[src/rtl/dh_pkg.sv]
// Shared definitions for the Diffie-Hellman responder.
// Defaults, FSM encoding and public-value validity bounds.
package dh_pkg;

    localparam int N_DEF = 8;
    localparam int P_DEF = 89;
    localparam int G_DEF = 3;

    // A public value v is acceptable when PUB_MIN <= v <= P - PUB_MARGIN.
    localparam int PUB_MIN    = 2;
    localparam int PUB_MARGIN = 2;

    typedef enum logic [2:0] {
        IDLE,
        CHECK,
        PUB_OP,
        SEND,
        SEC_OP
    } state_t;

endpackage

[src/rtl/dh_mulmod.sv]
// Combinational modular product (a*b) mod P.
// Full 2N-bit product reduced to N bits.
module dh_mulmod #(
    parameter int N = 8,
    parameter int P = 89
) (
    input  logic [N-1:0] a,
    input  logic [N-1:0] b,
    output logic [N-1:0] y
);

    localparam logic [2*N-1:0] P_W = (2*N)'(P);

    logic [2*N-1:0] prod;

    assign prod = a * b;
    assign y    = N'(prod % P_W);

endmodule

[src/rtl/dh_responder.sv]
// Diffie-Hellman responder: B = G^b mod P, then K = A^b mod P,
// on one shared LSB-first square-and-multiply datapath.
module dh_responder
    import dh_pkg::*;
#(
    parameter int N = N_DEF,
    parameter int P = P_DEF,
    parameter int G = G_DEF
) (
    input  logic         clk,
    input  logic         rst,
    input  logic         ena,
    input  logic         peer_valid,
    input  logic [N-1:0] peer_pub,
    input  logic [N-1:0] priv_key,
    output logic         peer_ready,
    output logic         pub_valid,
    output logic [N-1:0] pub_key,
    input  logic         pub_ack,
    output logic         key_valid,
    output logic [N-1:0] shared_key,
    output logic         busy,
    output logic         err
);

    localparam logic [N-1:0] G_N    = N'(G);
    localparam logic [N-1:0] PUB_LO = N'(PUB_MIN);
    localparam logic [N-1:0] PUB_HI = N'(P - PUB_MARGIN);
    localparam logic [N-1:0] EXP_HI = N'(P - 1);
    localparam logic [N-1:0] ONE    = N'(1);

    state_t       state, state_n;
    logic [N-1:0] a_q, a_n;
    logic [N-1:0] b_q, b_n;
    logic [N-1:0] base, base_n;
    logic [N-1:0] exp, exp_n;
    logic [N-1:0] acc, acc_n;
    logic [N-1:0] pub_key_n, shared_key_n;
    logic         pub_valid_n, key_valid_n, err_n;
    logic [N-1:0] mul_acc, mul_sq;
    logic         reject;

    dh_mulmod #(.N(N), .P(P)) u_mul_acc (
        .a (acc),
        .b (base),
        .y (mul_acc)
    );

    dh_mulmod #(.N(N), .P(P)) u_mul_sq (
        .a (base),
        .b (base),
        .y (mul_sq)
    );

    assign reject = (a_q < PUB_LO) || (a_q > PUB_HI)
                 || (b_q == '0) || (b_q >= EXP_HI);

    // Ready is suppressed while reset is held so every output reads 0.
    assign peer_ready = (state == IDLE) && !rst;
    assign busy       = (state != IDLE);

    always_comb begin
        state_n      = state;
        a_n          = a_q;
        b_n          = b_q;
        base_n       = base;
        exp_n        = exp;
        acc_n        = acc;
        pub_key_n    = pub_key;
        pub_valid_n  = pub_valid;
        shared_key_n = shared_key;
        key_valid_n  = 1'b0;
        err_n        = 1'b0;
        unique case (state)
            IDLE: begin
                if (peer_valid) begin
                    a_n     = peer_pub;
                    b_n     = priv_key;
                    state_n = CHECK;
                end
            end
            CHECK: begin
                if (reject) begin
                    err_n   = 1'b1;
                    state_n = IDLE;
                end else begin
                    base_n  = G_N;
                    exp_n   = b_q;
                    acc_n   = ONE;
                    state_n = PUB_OP;
                end
            end
            PUB_OP, SEC_OP: begin
                if (exp == '0) begin
                    if (state == PUB_OP) begin
                        pub_key_n   = acc;
                        pub_valid_n = 1'b1;
                        state_n     = SEND;
                    end else begin
                        shared_key_n = acc;
                        key_valid_n  = 1'b1;
                        state_n      = IDLE;
                    end
                end else begin
                    if (exp[0]) acc_n = mul_acc;
                    base_n = mul_sq;
                    exp_n  = exp >> 1;
                end
            end
            SEND: begin
                if (pub_ack) begin
                    pub_valid_n = 1'b0;
                    base_n      = a_q;
                    exp_n       = b_q;
                    acc_n       = ONE;
                    state_n     = SEC_OP;
                end
            end
            default: state_n = IDLE;
        endcase
    end

    always_ff @(posedge clk or posedge rst) begin
        if (rst) begin
            state      <= IDLE;
            a_q        <= '0;
            b_q        <= '0;
            base       <= '0;
            exp        <= '0;
            acc        <= '0;
            pub_key    <= '0;
            pub_valid  <= 1'b0;
            shared_key <= '0;
            key_valid  <= 1'b0;
            err        <= 1'b0;
        end else if (ena) begin
            state      <= state_n;
            a_q        <= a_n;
            b_q        <= b_n;
            base       <= base_n;
            exp        <= exp_n;
            acc        <= acc_n;
            pub_key    <= pub_key_n;
            pub_valid  <= pub_valid_n;
            shared_key <= shared_key_n;
            key_valid  <= key_valid_n;
            err        <= err_n;
        end
    end

endmodule

[config.mk]
export PLATFORM = sky130hd
export DESIGN_NAME = dh_responder
export DESIGN_NICKNAME = d
export VERILOG_FILES = /design/src/rtl/dh_pkg.sv /design/src/rtl/dh_mulmod.sv /design/src/rtl/dh_responder.sv
export SDC_FILE = /design/constraint.sdc
export NUM_CORES = 1
export LEC_CHECK = 0
export ABC_CLOCK_PERIOD_IN_PS = 11700
export CORE_ASPECT_RATIO = 1.5
export CORE_MARGIN = 5
export CORE_UTILIZATION = 35
export DETAILED_ROUTE_END_ITERATION = 10
export GPL_ROUTABILITY_DRIVEN = 0
export PLACE_DENSITY = 0.58
export REMOVE_ABC_BUFFERS = 1
export SLEW_MARGIN = 15
export SYNTH_ARGS = -nofsm -noshare
export SYNTH_HDL_FRONTEND = slang
export SYNTH_SLANG_ARGS = --single-unit
export TNS_END_PERCENT = 100
[constraint.sdc]
create_clock -name clk -period 11.7 [get_ports clk]
set_clock_uncertainty 0.1 [all_clocks]
set_input_delay 2.34 -clock clk [delete_from_list [all_inputs] [get_ports clk]]
set_output_delay 2.34 -clock clk [all_outputs]
set_load 0.01 [all_outputs]
# --- Yosys cells after proc, flatten, opt, wreduce, memory -nomap -nowiden ---
# Cells that the tools add are included.
word_totals:
  ff_bits: 62
  inputBits: 21
  output_inout_bits: 21
  word_cells: 77
op_classes:
  multipliers: 2
  div: 2
  order_cmp: 3
  eq_ne: 11
  mux: 28
  n_bitwise: 1
  n_reduce_logical: 19
op_table:
  columns: ["operator", "n"]
  rows:
  - ["$mux W8", 10]
  - ["$pmux W8 S3", 3]
  - ["$mod A16 B7 Y16 const B", 2]
  - ["$mul A8 B8 Y16", 2]
  - ["$logic_not A8 Y1", 2]
  - ["$ne A2 B2 Y1 const B", 7]
  - ["$pmux W3 S4", 1]
  - ["$reduce_and A4 Y1", 3]
  - ["$reduce_and A5 Y1", 2]
  - ["$mux W3", 3]
  - ["$ge A8 B7 Y1 const B", 1]
  - ["$gt A8 B7 Y1 const B", 1]
  - ["$lt A8 B2 Y1 const B", 1]
  - ["$mux W1", 8]
  - ["$eq A3 B2 Y1 const B", 2]
  - ["$reduce_and A6 Y1", 1]
  - ["$reduce_bool A3 Y1", 2]
  - ["$mux W2", 2]
  - ["$eq A3 B1 Y1 const B", 1]
  - ["$eq A3 B3 Y1 const B", 1]
  - ["$logic_not A3 Y1", 1]
  - ["$logic_or A1 B1 Y1", 3]
  - ["$reduce_and A3 Y1", 1]
  - ["$pmux W1 S2", 1]
  - ["other kinds (5)", 5]

# --- Logic depth before layout (Yosys ltp) ---
# Gate-level depths: netlist of the first run.
depth:
  ltp_word: 6
  depth_mapped: 58

# --- By module ---
# From an unflattened synthesis of the first run, not the netlist that was laid out.
hier_totals:
  hier_cells: 1626
  area_unflattened_um2: 13633.1
modules_own_cells:
  columns: ["mod", "instances", "cells_per_inst", "area_per_inst_um2"]
  rows:
  - ["dh_mulmod at u_mul_acc", 1, 717, 5530.3]
  - ["dh_mulmod at u_mul_sq", 1, 697, 5325.1]
  - ["dh_responder", 1, 212, 2777.7]

# --- Worst setup path before layout of the first run ---
# OpenSTA, ideal clock, no wires.
synth_timing:
  kind: "register to register"
  start: "register base[2]"
  end: "register base[1]"
  setup_time_ns: 0.077
  t_arrival_ns: 12.765
  t_required_ns: 11.523
  path_slack_ns: -1.243
  stages_incl_launch_ff: 53
  path_cell_list: "dfrtp_1 -> clkbuf_1 -> nand2_1 -> fa_1 -> inv_1 -> fa_1 -> fa_1 -> inv_1 -> fa_1 -> inv_1 -> ha_1 -> a2111oi_0 -> o21ai_1 -> and3b_1 -> or3_1 -> buf_2 -> a21oi_1 -> a2bb2oi_1 -> [... 17 more ...] -> and2_1 -> inv_1 -> ha_1 -> or2_1 -> o311ai_0 -> a211oi_1 -> o211ai_2 -> o2bb2ai_1 -> xnor2_1 -> o21ai_2 -> a21oi_2 -> ha_1 -> o311a_1 -> nand3_1 -> a21oi_2 -> nor2_2 -> mux2_2 -> o21ai_1"
synth_via:
  elab_chain_cells: 4
synth_lines:
  columns: ["element", "line_no", "rtl"]
  rows:
  - ["start: declaration", "dh_responder.sv:35", "logic [N-1:0] base, base_n;"]
  - ["start signal: assignment", "dh_responder.sv:140", "base <= base_n;"]
  - ["$mul A8 B8 Y16", "dh_mulmod.sv:16", "assign prod = a * b;"]
  - ["$mod A16 B7 Y16", "dh_mulmod.sv:17", "assign y = N'(prod % P_W);"]
  - ["$mux W8", "dh_responder.sv:94", "if (exp == '0) begin"]
  - ["$pmux W8 S3", "dh_responder.sv:74", "unique case (state)"]
# Every way passes these cells. The select of a mux whose other input is x is not followed.
# A chain may end at the register's enable or synchronous reset.

# --- Final worst setup path of the first run ---
layout_timing:
  start: "register base[2]"
  end: "register base[2]"
# The elaborated chain is that of the path after synthesis.

==> results of run 1 <==
## stage by stage
stage          hold WS (ns)  cell area, um^2
6_report              0.405            20700
3_3_place_gp          0.383            17700
5_1_grt               0.431            20700
3_5_place_dp          0.398            17700
4_1_cts               0.411            19800
2_1_floorplan         0.362            13000
## cell usage after synthesis (10+ instances only)
cell type  number
nor2_1         96
or2_2          12
dfrtp_1        62
or4_1          12
nand3_1        52
nand4_1        17
buf_4          12
a211oi_2       11
clkbuf_1       35
and3_1         14
nand2_1       155
o21ai_0        87
nor4_1         15
o31ai_1        12
a22oi_1        10
inv_1         116
o211ai_1       28
a211oi_1       25
a211o_1        14
o22ai_1        13
buf_2          12
a31oi_1        19
or3_1          19
o21a_1         19
fa_1           60
o21ai_1        30
nor3_1         43
and2_1         87
mux2i_1        23
xnor2_1        61
a21oi_1       101
mux2_2         43
xor2_1         22
nand2b_1       13
a21o_1         29
ha_1           74
## worst min path at each step
stage	startpoint	endpoint	slack, ns
2_1_floorplan	exp[4]$_DFFE_PP0P_	exp[4]$_DFFE_PP0P_	0.36
3_3_place_gp	exp[1]$_DFFE_PP0P_	exp[1]$_DFFE_PP0P_	0.38
3_5_place_dp	pub_key[4]$_DFFE_PP0P_	pub_key[4]$_DFFE_PP0P_	0.40
4_1_cts	pub_key[4]$_DFFE_PP0P_	pub_key[4]$_DFFE_PP0P_	0.41
5_1_grt	pub_valid$_DFFE_PP0P_	pub_valid$_DFFE_PP0P_	0.43
6_report	pub_valid$_DFFE_PP0P_	pub_valid$_DFFE_PP0P_	0.41
## cells by family (layout without fill, tap and decap cells)
group	count (synthesis)	count (layout)	share of synthesized area, %
compound gates	551	552	30.4
xor+xnor	87	87	6.11
fa+ha+maj	139	139	16.3
buf+inv	190	783	6.20
flops	62	62	11.6
mux	74	74	6.27
simple gates	588	588	23.0
## layer usage
| metal | up-vias | global-route usage [%] | part of all wire (%) |
|---|---|---|---|
| met4 | 0 | 6.01 | 2.6 |
| met5 | - | 0 | 0 |
| li1 | 7414 | - | - |
| met1 | 7366 | 21.8 | 39 |
| met3 | 95 | 1.24 | 2.1 |
| met2 | 270 | 39.9 | 57 |
## worst min-delay path: stages (launching register included)
cell,delay [ns]
dfrtp_1,0.37
nand2_1,0.05
o21ai_0,0.05
## registers in the layout, indices dropped and copies added (netlist names)
register    flops
err             1
key_valid       1
state           3
exp             8
acc             8
shared_key      8
base            8
pub_key         8
a_q             8
b_q             8
pub_valid       1
## repair_timing
item | in CTS | in global routing
resized for setup | 273 | 116
setup endpoints to repair | 16 | 16
setup buffers | 74 | 40
hold buffers | 0 | 0
cloned | 1 | 0
pin swaps | 152 | 112
endpoints found under the hold margin | 0 | 0
## final cells by class
cell class | instances | area (um^2)
Clock buffer | 11 | 253
Clock inverter | 5 | 41.3
Tap cell | 489 | 612
Fill cell | 3467 | 17000
Multi-Input combinational cell | 1440 | 12600
Inverter | 117 | 442
Sequential cell | 62 | 1560
Timing Repair Buffer | 650 | 5220
==> results by group, run 1 <==
Critical path
  • R2R setup slack: -0.42 ns
  • Worst r2r src: base[2]$_DFFE_PP0P_
  • CP Data Arrival Time: 12.21 ns
  • Buf/Inv on CP: 15
  • Crit. path cell count: approximately 60
  • CP Capture Type: flop
  • Reg2Reg Depth: 59
  • RR Endpoint: base[2]$_DFFE_PP0P_
  • Worst endpoint required time: about 12 ns
  • CP Class: flop to flop
  • Slowest-stage cell, CP: fa_1
  • Crit path to: base[2]$_DFFE_PP0P_
  • Crit path from: base[2]$_DFFE_PP0P_
  • Slowest Stage Delay on Critical Path: ~0.55 ns
  • Nature of the critical path startpoint: flop
  • Crit-path most repeated cell: buf_4
  • CP max FO: 7
  • Crit path max-delay family: compound AO/OA/AOI/OAI gates

GRT
  • Total grt overflow: 0
  • Vias in the first global route: 15500
  • Largest net degree at the start of global routing: 63
  • Antenna violations before repair: 0
  • First-pass GRT wire length: between 70 and 80 mm
  • Total Routing Usage GR: about a fifth

Final layout
  • Fraction of layout cells with a size suffix above 1: between 40 and 50%
  • Ant diodes: 0
  • Final Util: between 50% and 60%
  • NumNets Final: 2435
  • Final std cells w/o fill: between 2000 and 3000
  • Most frequent cells in the layout: buf_4 (557), nand2_1 (144), inv_1 (103)
  • Synth-to-layout area growth: 55.1%
  • Commonest non-fill, non-tap cell in the layout: buf_4

Timing
  • Setup Viol. Count Final: 16
  • RSZ-0062 raised after global routing: true
  • Slew margin rel.: 35.8%
  • Measured slew at the worst slew-check pin: 0.961 ns
  • Crit path time final: about 12 ns
  • Max-slew violation count: 0
  • Final WS setup: -0.421 ns
  • Final hold vios: 0
  • Final TNS setup: -4.71 ns
  • Fin crit share: 104%
  • Fmax: 0.0825 GHz

Floorplanning
  • Core area: 37700 um^2
  • # rows: 87
  • Die area: about 42000 um^2
  • Die width: 169 um
  • Initial Utilization: approximately 35%
  • I/O Pins: between 40 and 50
  • Die Height: about 250 um

Clocking
  • Clock Path Buffers: 2
  • Clock Latency Late Sink: roughly 0.33 ns
  • H-tree depth: 3
  • Root Driver: clkbuf_16
  • Clk slew on worst S/H paths: 0.05 ns
  • Clock sink count: just over 60
  • Num CTS Buffers: 9
  • CTS tree: yes

Synthesis
  • #FFs+latches synth: 62
  • Seq/Total Area, Yosys: between 10% and 20%
  • Asr flop ratio synth: 100%
  • Top area cells in the synthesized netlist: dfrtp_1 (12%), fa_1 (9.0%), ha_1 (6.9%)
  • Synth area leader: dfrtp_1
  • Top-area cell type share of the netlist area: a little under an eighth
  • Syn. warnings: 0
  • Mean post-synth cell area: 7.89 um^2
  • Number of flops mapped to enable cells by yosys: 0
  • Cell area after synthesis: approximately 13000 um^2
  • Synth Flop Type: dfrtp_1
  • Unique cell type count in the Yosys netlist: between 100 and 150
  • Cells after Synth: ~1700

Placed design
  • DP HPWL: 33.7 mm
  • Input/output buffers: between 40 and 50
  • Dpl ws: -1.16 ns
  • Placed Cells incl. Taps: between 2000 and 3000

Routing
  • Vias post-DR: 15100
  • Drt pass-1 iters: 5
  • DRC Markers: 0
  • Initial DRC Count: roughly 710
  • DR vias/cell: about 5.5
  • Post-DRT Antenna Nets: 0
  • Routed length per placed instance: between 15 and 20 um
  • Drt total wl: approximately 44 mm

Job
  • Max-cap viol count: 0

Hold path
  • Hold path depth: 2
  • Min-Delay Path Class: flop to flop

Outcome
  • Status: finished, violations left
  • Failing checks: negative setup slack
Power of run 1 is left out: the tool's default activity adds up to more than one toggle a clock period on the data nets, which glitch-free logic cannot reach.
==> run 2, diff against run 1 <==
--- a/constraint.sdc
+++ b/constraint.sdc
@@ -4,2 +4,2 @@
 set_output_delay 2.34 -clock clk [all_outputs]
-set_load 0.01 [all_outputs]
+set_load 0.05 [all_outputs]
==> results of run 2 <==
The final DEF is identical to that of run 1; final timing and power are the same.
Power of run 2 is left out for the same reason.
